--- src/rtl/fx_accum_pkg.sv ---
// fx_accum_pkg: shared types and constants for the fixed-point accumulate/dump path.
//   state_t          : accumulator FSM state (IDLE, ACCUM)
//   clog2()          : ceiling log2 for sizing counters
//   out_max/out_min(): two's-complement limits for a given width
//   OUT_MAX/OUT_MIN  : limits for the default 12-bit output width
package fx_accum_pkg;

   typedef enum logic {
      IDLE  = 1'b0,
      ACCUM = 1'b1
   } state_t;

   function automatic int clog2(input int value);
      int r;
      r = 0;
      while ((1 << r) < value) r = r + 1;
      return r;
   endfunction

   function automatic int out_max(input int w);
      return (1 << (w - 1)) - 1;
   endfunction

   function automatic int out_min(input int w);
      return -(1 << (w - 1));
   endfunction

   localparam int DEF_OUT_W = 12;
   localparam int OUT_MAX   = out_max(DEF_OUT_W);
   localparam int OUT_MIN   = out_min(DEF_OUT_W);

endpackage

--- src/rtl/fx_shift_sat.sv ---
// fx_shift_sat: combinational arithmetic right shift, optional round-half-up,
// and saturation from an ACC_W-bit signed value to an OUT_W-bit signed value.
// Optional feature macro: FX_ACCUM_ROUND_EN (round half up before saturating;
// undefined = truncation toward minus infinity).
// Ports:
//   sum_in  : ACC_W-bit two's-complement input
//   res_out : OUT_W-bit two's-complement shifted, saturated result
import fx_accum_pkg::*;

module fx_shift_sat #(
   parameter int ACC_W = 16,
   parameter int OUT_W = 12,
   parameter int SHIFT = 3
) (
   input  logic [ACC_W-1:0] sum_in,
   output logic [OUT_W-1:0] res_out
);

   // One extra bit so the rounding increment can never wrap.
   localparam int EW = ACC_W + 1;
   localparam logic signed [EW-1:0] MAXV =
      EW'((OUT_W == DEF_OUT_W) ? OUT_MAX : out_max(OUT_W));
   localparam logic signed [EW-1:0] MINV =
      EW'((OUT_W == DEF_OUT_W) ? OUT_MIN : out_min(OUT_W));

`ifdef FX_ACCUM_ROUND_EN
   localparam int RS = (SHIFT > 0) ? SHIFT - 1 : 0;
   localparam logic signed [EW-1:0] RND = EW'(1) << RS;
`endif

   logic signed [ACC_W-1:0] sum_x;
   logic signed [EW-1:0]    ext;
   logic signed [EW-1:0]    shf;

   function automatic logic signed [EW-1:0] round_half_up(input logic signed [EW-1:0] v);
`ifdef FX_ACCUM_ROUND_EN
      if (SHIFT > 0) return v + RND;
      else return v;
`else
      return v;
`endif
   endfunction

   function automatic logic signed [OUT_W-1:0] sat(input logic signed [EW-1:0] v);
      if (v > MAXV) return MAXV[OUT_W-1:0];
      else if (v < MINV) return MINV[OUT_W-1:0];
      else return v[OUT_W-1:0];
   endfunction

   always_comb begin
      sum_x   = sum_in;
      ext     = EW'(sum_x);
      shf     = round_half_up(ext) >>> SHIFT;
      res_out = sat(shf);
   end

endmodule

--- src/rtl/fx_accum_dump.sv ---
// fx_accum_dump: integrates LEN valid signed samples in an ACC_W-bit
// accumulator, then dumps one shifted, saturated result per block into an
// output register with a valid/ready handshake, and restarts.
// Optional feature macro: FX_ACCUM_ROUND_EN (round half up in fx_shift_sat).
// Ports:
//   i_clk, i_rst_n : clock (rising edge), asynchronous active-low reset
//   i_data/i_valid : signed sample stream from the subtract stage
//   i_clear        : synchronous abort of the block in progress (wins over i_valid)
//   o_data/o_valid : dumped result, held until o_valid && i_ready
//   i_ready        : downstream accept
//   o_drop         : one-cycle pulse when an unconsumed result is overwritten
//   o_busy         : a block is partially accumulated
import fx_accum_pkg::*;

module fx_accum_dump #(
   parameter int DATA_W = 12,
   parameter int LEN    = 8,
   parameter int ACC_W  = 16,
   parameter int SHIFT  = 3,
   parameter int OUT_W  = 12
) (
   input  logic              i_clk,
   input  logic              i_rst_n,
   input  logic [DATA_W-1:0] i_data,
   input  logic              i_valid,
   input  logic              i_clear,
   output logic [OUT_W-1:0]  o_data,
   output logic              o_valid,
   input  logic              i_ready,
   output logic              o_drop,
   output logic              o_busy
);

   localparam int CNT_W = clog2(LEN);
   localparam logic [CNT_W-1:0] LAST = CNT_W'(LEN - 1);

   state_t                  state_p0, state_nx;
   logic signed [ACC_W-1:0] acc_p0, acc_nx;
   logic [CNT_W-1:0]        cnt_p0, cnt_nx;
   logic signed [DATA_W-1:0] din;
   logic signed [ACC_W-1:0] din_x;
   logic signed [ACC_W-1:0] sum;
   logic [OUT_W-1:0]        res;
   logic                    dump;
   logic                    hs;

   assign din   = i_data;
   assign din_x = ACC_W'(din);
   assign sum   = acc_p0 + din_x;
   // LEN >= 2, so the dump sample always arrives in ACCUM.
   assign dump  = (state_p0 == ACCUM) && i_valid && !i_clear && (cnt_p0 == LAST);
   assign hs    = o_valid && i_ready;
   assign o_busy = (state_p0 == ACCUM);

   fx_shift_sat #(
      .ACC_W (ACC_W),
      .OUT_W (OUT_W),
      .SHIFT (SHIFT)
   ) u_shift_sat (
      .sum_in  (sum),
      .res_out (res)
   );

   always_comb begin
      state_nx = state_p0;
      acc_nx   = acc_p0;
      cnt_nx   = cnt_p0;
      if (i_clear) begin
         state_nx = IDLE;
         acc_nx   = '0;
         cnt_nx   = '0;
      end else if (i_valid) begin
         case (state_p0)
            IDLE: begin
               state_nx = ACCUM;
               acc_nx   = din_x;
               cnt_nx   = CNT_W'(1);
            end
            ACCUM: begin
               if (cnt_p0 == LAST) begin
                  state_nx = IDLE;
                  acc_nx   = '0;
                  cnt_nx   = '0;
               end else begin
                  acc_nx = sum;
                  cnt_nx = cnt_p0 + CNT_W'(1);
               end
            end
            default: begin
               state_nx = IDLE;
               acc_nx   = '0;
               cnt_nx   = '0;
            end
         endcase
      end
   end

   // Stage p0: accumulator state
   always_ff @(posedge i_clk or negedge i_rst_n) begin
      if (!i_rst_n) begin
         state_p0 <= IDLE;
         acc_p0   <= '0;
         cnt_p0   <= '0;
      end else begin
         state_p0 <= state_nx;
         acc_p0   <= acc_nx;
         cnt_p0   <= cnt_nx;
      end
   end

   // Stage p1: output register and handshake
   always_ff @(posedge i_clk or negedge i_rst_n) begin
      if (!i_rst_n) begin
         o_data  <= '0;
         o_valid <= 1'b0;
         o_drop  <= 1'b0;
      end else begin
         o_drop <= dump && o_valid && !i_ready;
         if (dump) begin
            o_data  <= res;
            o_valid <= 1'b1;
         end else if (hs) begin
            o_valid <= 1'b0;
         end
      end
   end

endmodule

--- config.mk ---
export PLATFORM = sky130hd
export DESIGN_NAME = fx_accum_dump
export DESIGN_NICKNAME = d
export VERILOG_FILES = /design/src/rtl/fx_accum_pkg.sv /design/src/rtl/fx_shift_sat.sv /design/src/rtl/fx_accum_dump.sv
export SDC_FILE = /design/constraint.sdc
export NUM_CORES = 1
export LEC_CHECK = 0
export CAP_MARGIN = 25
export CORE_ASPECT_RATIO = 1.2
export CORE_MARGIN = 3
export CORE_UTILIZATION = 56
export DETAILED_ROUTE_END_ITERATION = 8
export PLACE_DENSITY = 0.77
export SLEW_MARGIN = 25
export SYNTH_ARGS = -nofsm -noshare
export SYNTH_HDL_FRONTEND = slang
export SYNTH_SLANG_ARGS = --single-unit
--- constraint.sdc ---
create_clock -name i_clk -period 3.05 [get_ports i_clk]
set_input_delay 0.61 -clock i_clk [delete_from_list [all_inputs] [get_ports i_clk]]
set_output_delay 0.61 -clock i_clk [all_outputs]
set_load 0.01 [all_outputs]
==> metrics.yaml, run 1 <==
run_status:
  status: "finished clean"
drt:
  routed_wirelength_um: 5750
  viasPerCell: 5.64
  drtAntennaViolNets: 0
  post_drt_wl_per_cell_um: 15.2
  num_vias: 2137
  drt_first_pass_iters: 7
  initialDrtViolationCount: 97
  drc: 0
synthesis:
  synth_fa_ha_area_share_pct: 13.9
  synth_cells: 267
  synth-seq-cells: 34
  yosys.area.top_type_share_pct: 34.6
  muxShareOfSynthArea_pct: 1.27
  seq_area_frac_synth_pct: 34.6
  synth-compound-area-share_pct: 25.0
  yosys_warnings: 0
  synth_enable_flop_cells: 0
  synth.distinct_cells: 50
  synth.net_count: 302
  synth-simple-area-share_pct: 15.8
  synth_top_family_by_area: "compound AO/OA/AOI/OAI gates"
  synth_area_per_cell_sq_um: 9.22
  netlist_area_sq_um: 2460
  synth-async-reset-ratio_pct: 100
  synth_xor_area_share_pct: 4.58
  synthTopCellsByArea: "dfrtp_1 35%, ha_1 8.6%, nand2_1 4.4%"
  synth-main-ff-cell: "dfrtp_1"
  yosysTopAreaCell: "dfrtp_1"
timing:
  timing.final.crit_share_pct: 95.4
  fin_hold_ws_ns: 0.485
  fin_setup_tns_ns: 0
  finClkSkew_ns: 0.00414
  worst_pin_slew_ns: 0.609
  rsz0062_at_grt: "no"
  slew_viol_final: 0
  finalHoldViolations: 0
  setup_viol: 0
  fin_crit_ns: 2.91
  timing.fmax_mhz: 344
  relSlewSlack_pct: 59.3
layout:
  drive_gt1_share_pct: 21.5
  nFillCells: 302
  nNetsFinal: 359
  multi_input_area_sq_um: 1510
  antenna_cells: 0
  final-seq-area_sq_um: 851
  area_growth_pct: 29.5
  final_cell_mix: "34 x dfrtp_1, 34 x buf_4, 30 x clkdlybuf4s50_1, 29 x nand2_1, 26 x nor2_1"
  final_cell_area_sq_um: 3190
floorplan:
  die_area_sq_um: 5230
  die_w_um: 66.5
  rows: 25
  top_level_ports: 32
  fp.dieH_um: 78.6
  initial_core_util_pct: 60.1
  core_area_sq_um: 4100
grt:
  grt_max_degree: 35
  grt_pass1_wl_um: 9870
  antenna_found_initial: 0
  grt_overflow: 0
  grt_pass1_vias: 2208
  gr-usage-all-layers_pct: 24.5
setup_path:
  r2r_end: "o_data[9]$_DFFE_PN0P_"
  r2r_slack_ns: 0.48
  cp.arrival_ns: 3.13
  required_ns: 3.27
  reg2reg_from: "acc_p0[0]$_DFFE_PN0P_"
  start_kind: "primary input"
  ff2ff_path_depth: 11
  crit_type: "in -> reg"
  crit_start: "i_data[1]"
  endpoint_kind: "flip-flop"
  critPathMaxFanout: 3
cts:
  post_cts_buffers: 0
  clk_pin_slew_ns: 0.07
  clock-root-buffer: "clkbuf_8"
  cts_hold_buf: 0
  clock_latency_ns: 0.29
  cts_max_level: 2
  cts_tree: "built"
  cts_max_path_buffers: 2
  clock-sinks: 34
  cts_buffers: 5
power:
  p_leak_uw: 0.00146
  powerDensity_nw_per_um2: 476
  power.total_uw: 1520
  vdd_drop_max_uv: 329
place:
  routabilityCongestion: 0.862
  placed_cell_area_sq_um: 3030
  post-dp-hpwl_um: 4360
  portBuffers: 31
min_path:
  hold_depth: 2
  min_to: "o_data[7]$_DFFE_PN0P_"
  min_path_type: "reg -> reg"
  hp-start: "o_data[7]$_DFFE_PN0P_"
flow_run:
  maxCapViolCount: 0
[report_power, final]
part / internal [uW] / leakage [uW] / switching [uW] / total (uW)
sequential: 470 / 0.000458 / 14.0 / 484
clock: 328 / 0.0000683 / 178 / 505
combinational: 253 / 0.000930 / 274 / 527
[worst max path at each step]
stage / end / slack (ns) / cells after the start
global route: o_data[0]$_DFFE_PN0P_ / 0.001 / 10
floorplan: o_data[10]$_DFFE_PN0P_ / 0.34 / 11
CTS: o_data[9]$_DFFE_PN0P_ / 0.03 / 12
global placement: o_data[0]$_DFFE_PN0P_ / -0.21 / 11
finish: o_data[9]$_DFFE_PN0P_ / 0.14 / 11
detailed placement: o_data[9]$_DFFE_PN0P_ / -0.25 / 12
[metal layers]
metal | track usage, % | vias to the layer above | wire length, um
li1 | - | 1081 | -
met1 | 27.6 | 1020 | 2440
met2 | 46.2 | 27 | 3070
met3 | 4.29 | 9 | 148
met4 | 6.71 | 0 | 85
met5 | 0 | - | 0
[Yosys cell counts (all sizes together), types with 5 or more instances]
library cell,count
maj3,10
a22o,6
nor2,26
inv,9
nand2b,7
o21ai,25
a21o,6
xor2,8
dfrtp,34
ha,17
nand2,30
a21oi,18
a211oi,9
buf,6
o221ai,5
clkbuf,10
[timing repair]
| action | 4_1_cts | 5_1_grt |
|---|---|---|
| endpoints found under the setup margin | 0 | 14 |
| gates resized for setup | 0 | 6 |
| endpoints found under the hold margin | 0 | 0 |
[stage by stage]
step	util (%)	std cells	setup WS (ns)
2_1_floorplan	-	267	0.336
3_3_place_gp	73.9	371	-0.213
3_5_place_dp	73.9	371	-0.255
4_1_cts	77.2	379	0.0262
5_1_grt	77.8	379	0.00112
6_report	77.8	379	0.141
[sequential cells by signal (all words and copies together) (netlist names)]
name,cells
acc_p0,16
cnt_p0,3
o_busy,1
o_data,12
o_drop,1
o_valid,1
[kinds of logic after synthesis]
family,count (synthesis)
AND/OR/NAND/NOR,79
AO/OA/AOI/OAI,86
XOR/XNOR,12
adder cells (fa/ha/maj),28
multiplexers,3
flip-flops,34
buffers and inverters,25
[layout make-up]
class | count | area share (%)
Inverter | 9 | 1.06
Clock buffer | 5 | 2.16
Timing Repair Buffer | 66 | 18.5
Multi-Input combinational cell | 208 | 47.3
Sequential cell | 34 | 26.7
Tap cell | 54 | 2.12
Clock inverter | 3 | 2.16
[worst max-delay path, cell delays in order]
cell	delay [ns]
clkdlybuf4s50_1	0.47
inv_1	0.08
fa_2	0.39
nand2b_4	0.15
a21o_1	0.22
a211oi_4	0.29
buf_4	0.16
mux2i_1	0.18
nand3_1	0.13
maj3_2	0.33
o21ai_2	0.12
Note: power is estimated with default switching activity, not from simulation.
==> run 2: changes to the inputs <==
--- a/config.mk
+++ b/config.mk
@@ -11,6 +11,7 @@
 export CORE_UTILIZATION = 56
 export DETAILED_ROUTE_END_ITERATION = 8
 export PLACE_DENSITY = 0.77
+export REMOVE_ABC_BUFFERS = 1
 export SLEW_MARGIN = 25
 export SYNTH_ARGS = -nofsm -noshare
 export SYNTH_HDL_FRONTEND = slang
==> run 2 against run 1 <==
Highest routed layer unchanged. Design area down 0.63%. Clock skew up 0.0062 ns. Largest cell class unchanged. Register-to-register slack about the same. Cell count unchanged. Wire length up 8.4%.
==> metrics.yaml, run 2 (synthesized netlist as in run 1, its figures left out) <==
power:
  vdd_drop_max_uv: 367
  p_leak_uw: 0.00144
  powerDensity_nw_per_um2: 460
  power.total_uw: 1460
floorplan:
  top_level_ports: 32
  die_area_sq_um: 5230
  rows: 25
  fp.dieH_um: 78.6
  core_area_sq_um: 4100
  initial_core_util_pct: 60.1
  die_w_um: 66.5
layout:
  drive_gt1_share_pct: 21.8
  final_common_cell: "dfrtp_1"
  nNetsFinal: 359
  largestRegisters: "acc_p0: 16 flops, o_data: 12 flops, cnt_p0: 3 flops"
  largest_reg_flops: 16
  area_growth_pct: 28.7
  final_cell_mix: "34 x dfrtp_1, 33 x buf_4, 30 x clkdlybuf4s50_1, 29 x nand2_1, 26 x nor2_1"
  antenna_cells: 0
  fin_util_pct: 77.3
  top_register: "acc_p0"
cts:
  clock_latency_ns: 0.30
  cts_hold_buf: 0
  cts_max_path_buffers: 2
  cts_buffers: 5
  clock-root-buffer: "clkbuf_8"
  cts_max_level: 2
  clk_pin_slew_ns: 0.07
  clock-sinks: 34
  cts_tree: "built"
place:
  routabilityCongestion: 0.925
  post-place-ws_ns: -0.217
  portBuffers: 31
  post-dp-hpwl_um: 4420
grt:
  grt_max_degree: 35
  grt_overflow: 0
  gr-usage-all-layers_pct: 24.8
  grt_pass1_vias: 2150
  grt_pass1_wl_um: 9990
  antenna_found_initial: 0
timing:
  setup_ws_ns: 0.180
  finClkSkew_ns: 0.0103
  relSlewSlack_pct: 58.7
  slew_viol_final: 0
  finalHoldViolations: 0
  setup_viol: 0
  timing.fmax_mhz: 348
  rsz0062_at_grt: "no"
  worst_pin_slew_ns: 0.619
  timing.final.crit_share_pct: 94.1
  fin_crit_ns: 2.87
setup_path:
  required_ns: 3.27
  ff2ff_path_depth: 10
  r2r_slack_ns: 0.48
  cp.arrival_ns: 3.09
  critPathMaxFanout: 6
  endpoint_kind: "flip-flop"
  crit_type: "in -> reg"
  start_kind: "primary input"
run_status:
  status: "finished clean"
drt:
  initialDrtViolationCount: 102
  post_drt_wl_per_cell_um: 16.4
  drc: 0
  viasPerCell: 5.88
  drtAntennaViolNets: 0
  drt_first_pass_iters: 4
  num_vias: 2230
  routed_wirelength_um: 6230
min_path:
  hold_depth: 2
  min_path_type: "reg -> reg"
flow_run:
  maxCapViolCount: 0
-- run 2: final cells by class --
type / count / area, sq um
Clock inverter: 3 / 45.0
Inverter: 9 / 33.8
Timing Repair Buffer: 65 / 581
Multi-Input combinational cell: 209 / 1520
Clock buffer: 5 / 68.8
Fill cell: 291 / 931
Tap cell: 54 / 67.6
Sequential cell: 34 / 851
-- run 2: path summary, 6_finish.rpt --
path / from / end
worst max-delay path: i_data[1] / o_data[10]$_DFFE_PN0P_
worst min-delay path: o_data[10]$_DFFE_PN0P_ / o_data[10]$_DFFE_PN0P_
worst max register to register: acc_p0[0]$_DFFE_PN0P_ / o_data[10]$_DFFE_PN0P_
worst min register to register: o_data[10]$_DFFE_PN0P_ / o_data[10]$_DFFE_PN0P_
max in group asynchronous: i_rst_n / o_data[10]$_DFFE_PN0P_
min in group asynchronous: i_rst_n / o_data[6]$_DFFE_PN0P_
-- run 2: routing by layer --
layer | vias to the layer above | track usage, % | share of wire [%]
met5 | - | 0 | 0
met1 | 1059 | 32.0 | 42
met4 | 0 | 7.11 | 1.4
met2 | 78 | 42.1 | 51
met3 | 9 | 4.01 | 5.7
li1 | 1084 | - | -
-- run 2: metrics by stage --
step                      area, sq um  cells  hold slack (ns)  TNS [ns]
after floorplan                  2370    251            0.314         0
after global placement           3010    369            0.460     -1.66
after detailed placement         3010    369            0.466     -2.13
after CTS                        3130    377            0.482         0
after global routing             3170    379            0.503         0
final                            3170    379            0.478         0
-- run 2: worst max-delay path, cell delays in order --
cell and delay, ns:
clkdlybuf4s50_1 0.47, inv_1 0.07, fa_2 0.39, nand2b_4 0.15
a21o_1 0.21, a211oi_2 0.29, or4_4 0.21, nand4_2 0.22
maj3_2 0.37, o21ai_2 0.10
-- run 2: what timing repair did --
| item | 4_1_cts | 5_1_grt |
|---|---|---|
| buffers inserted | 0 | 1 |
| gates resized for setup | 0 | 6 |
| setup endpoints to repair | 0 | 13 |
-- run 2: power by group --
part,internal [uW],switching (uW)
sequential,470,17.2
clock,243,185
combinational,256,286
total,969,488
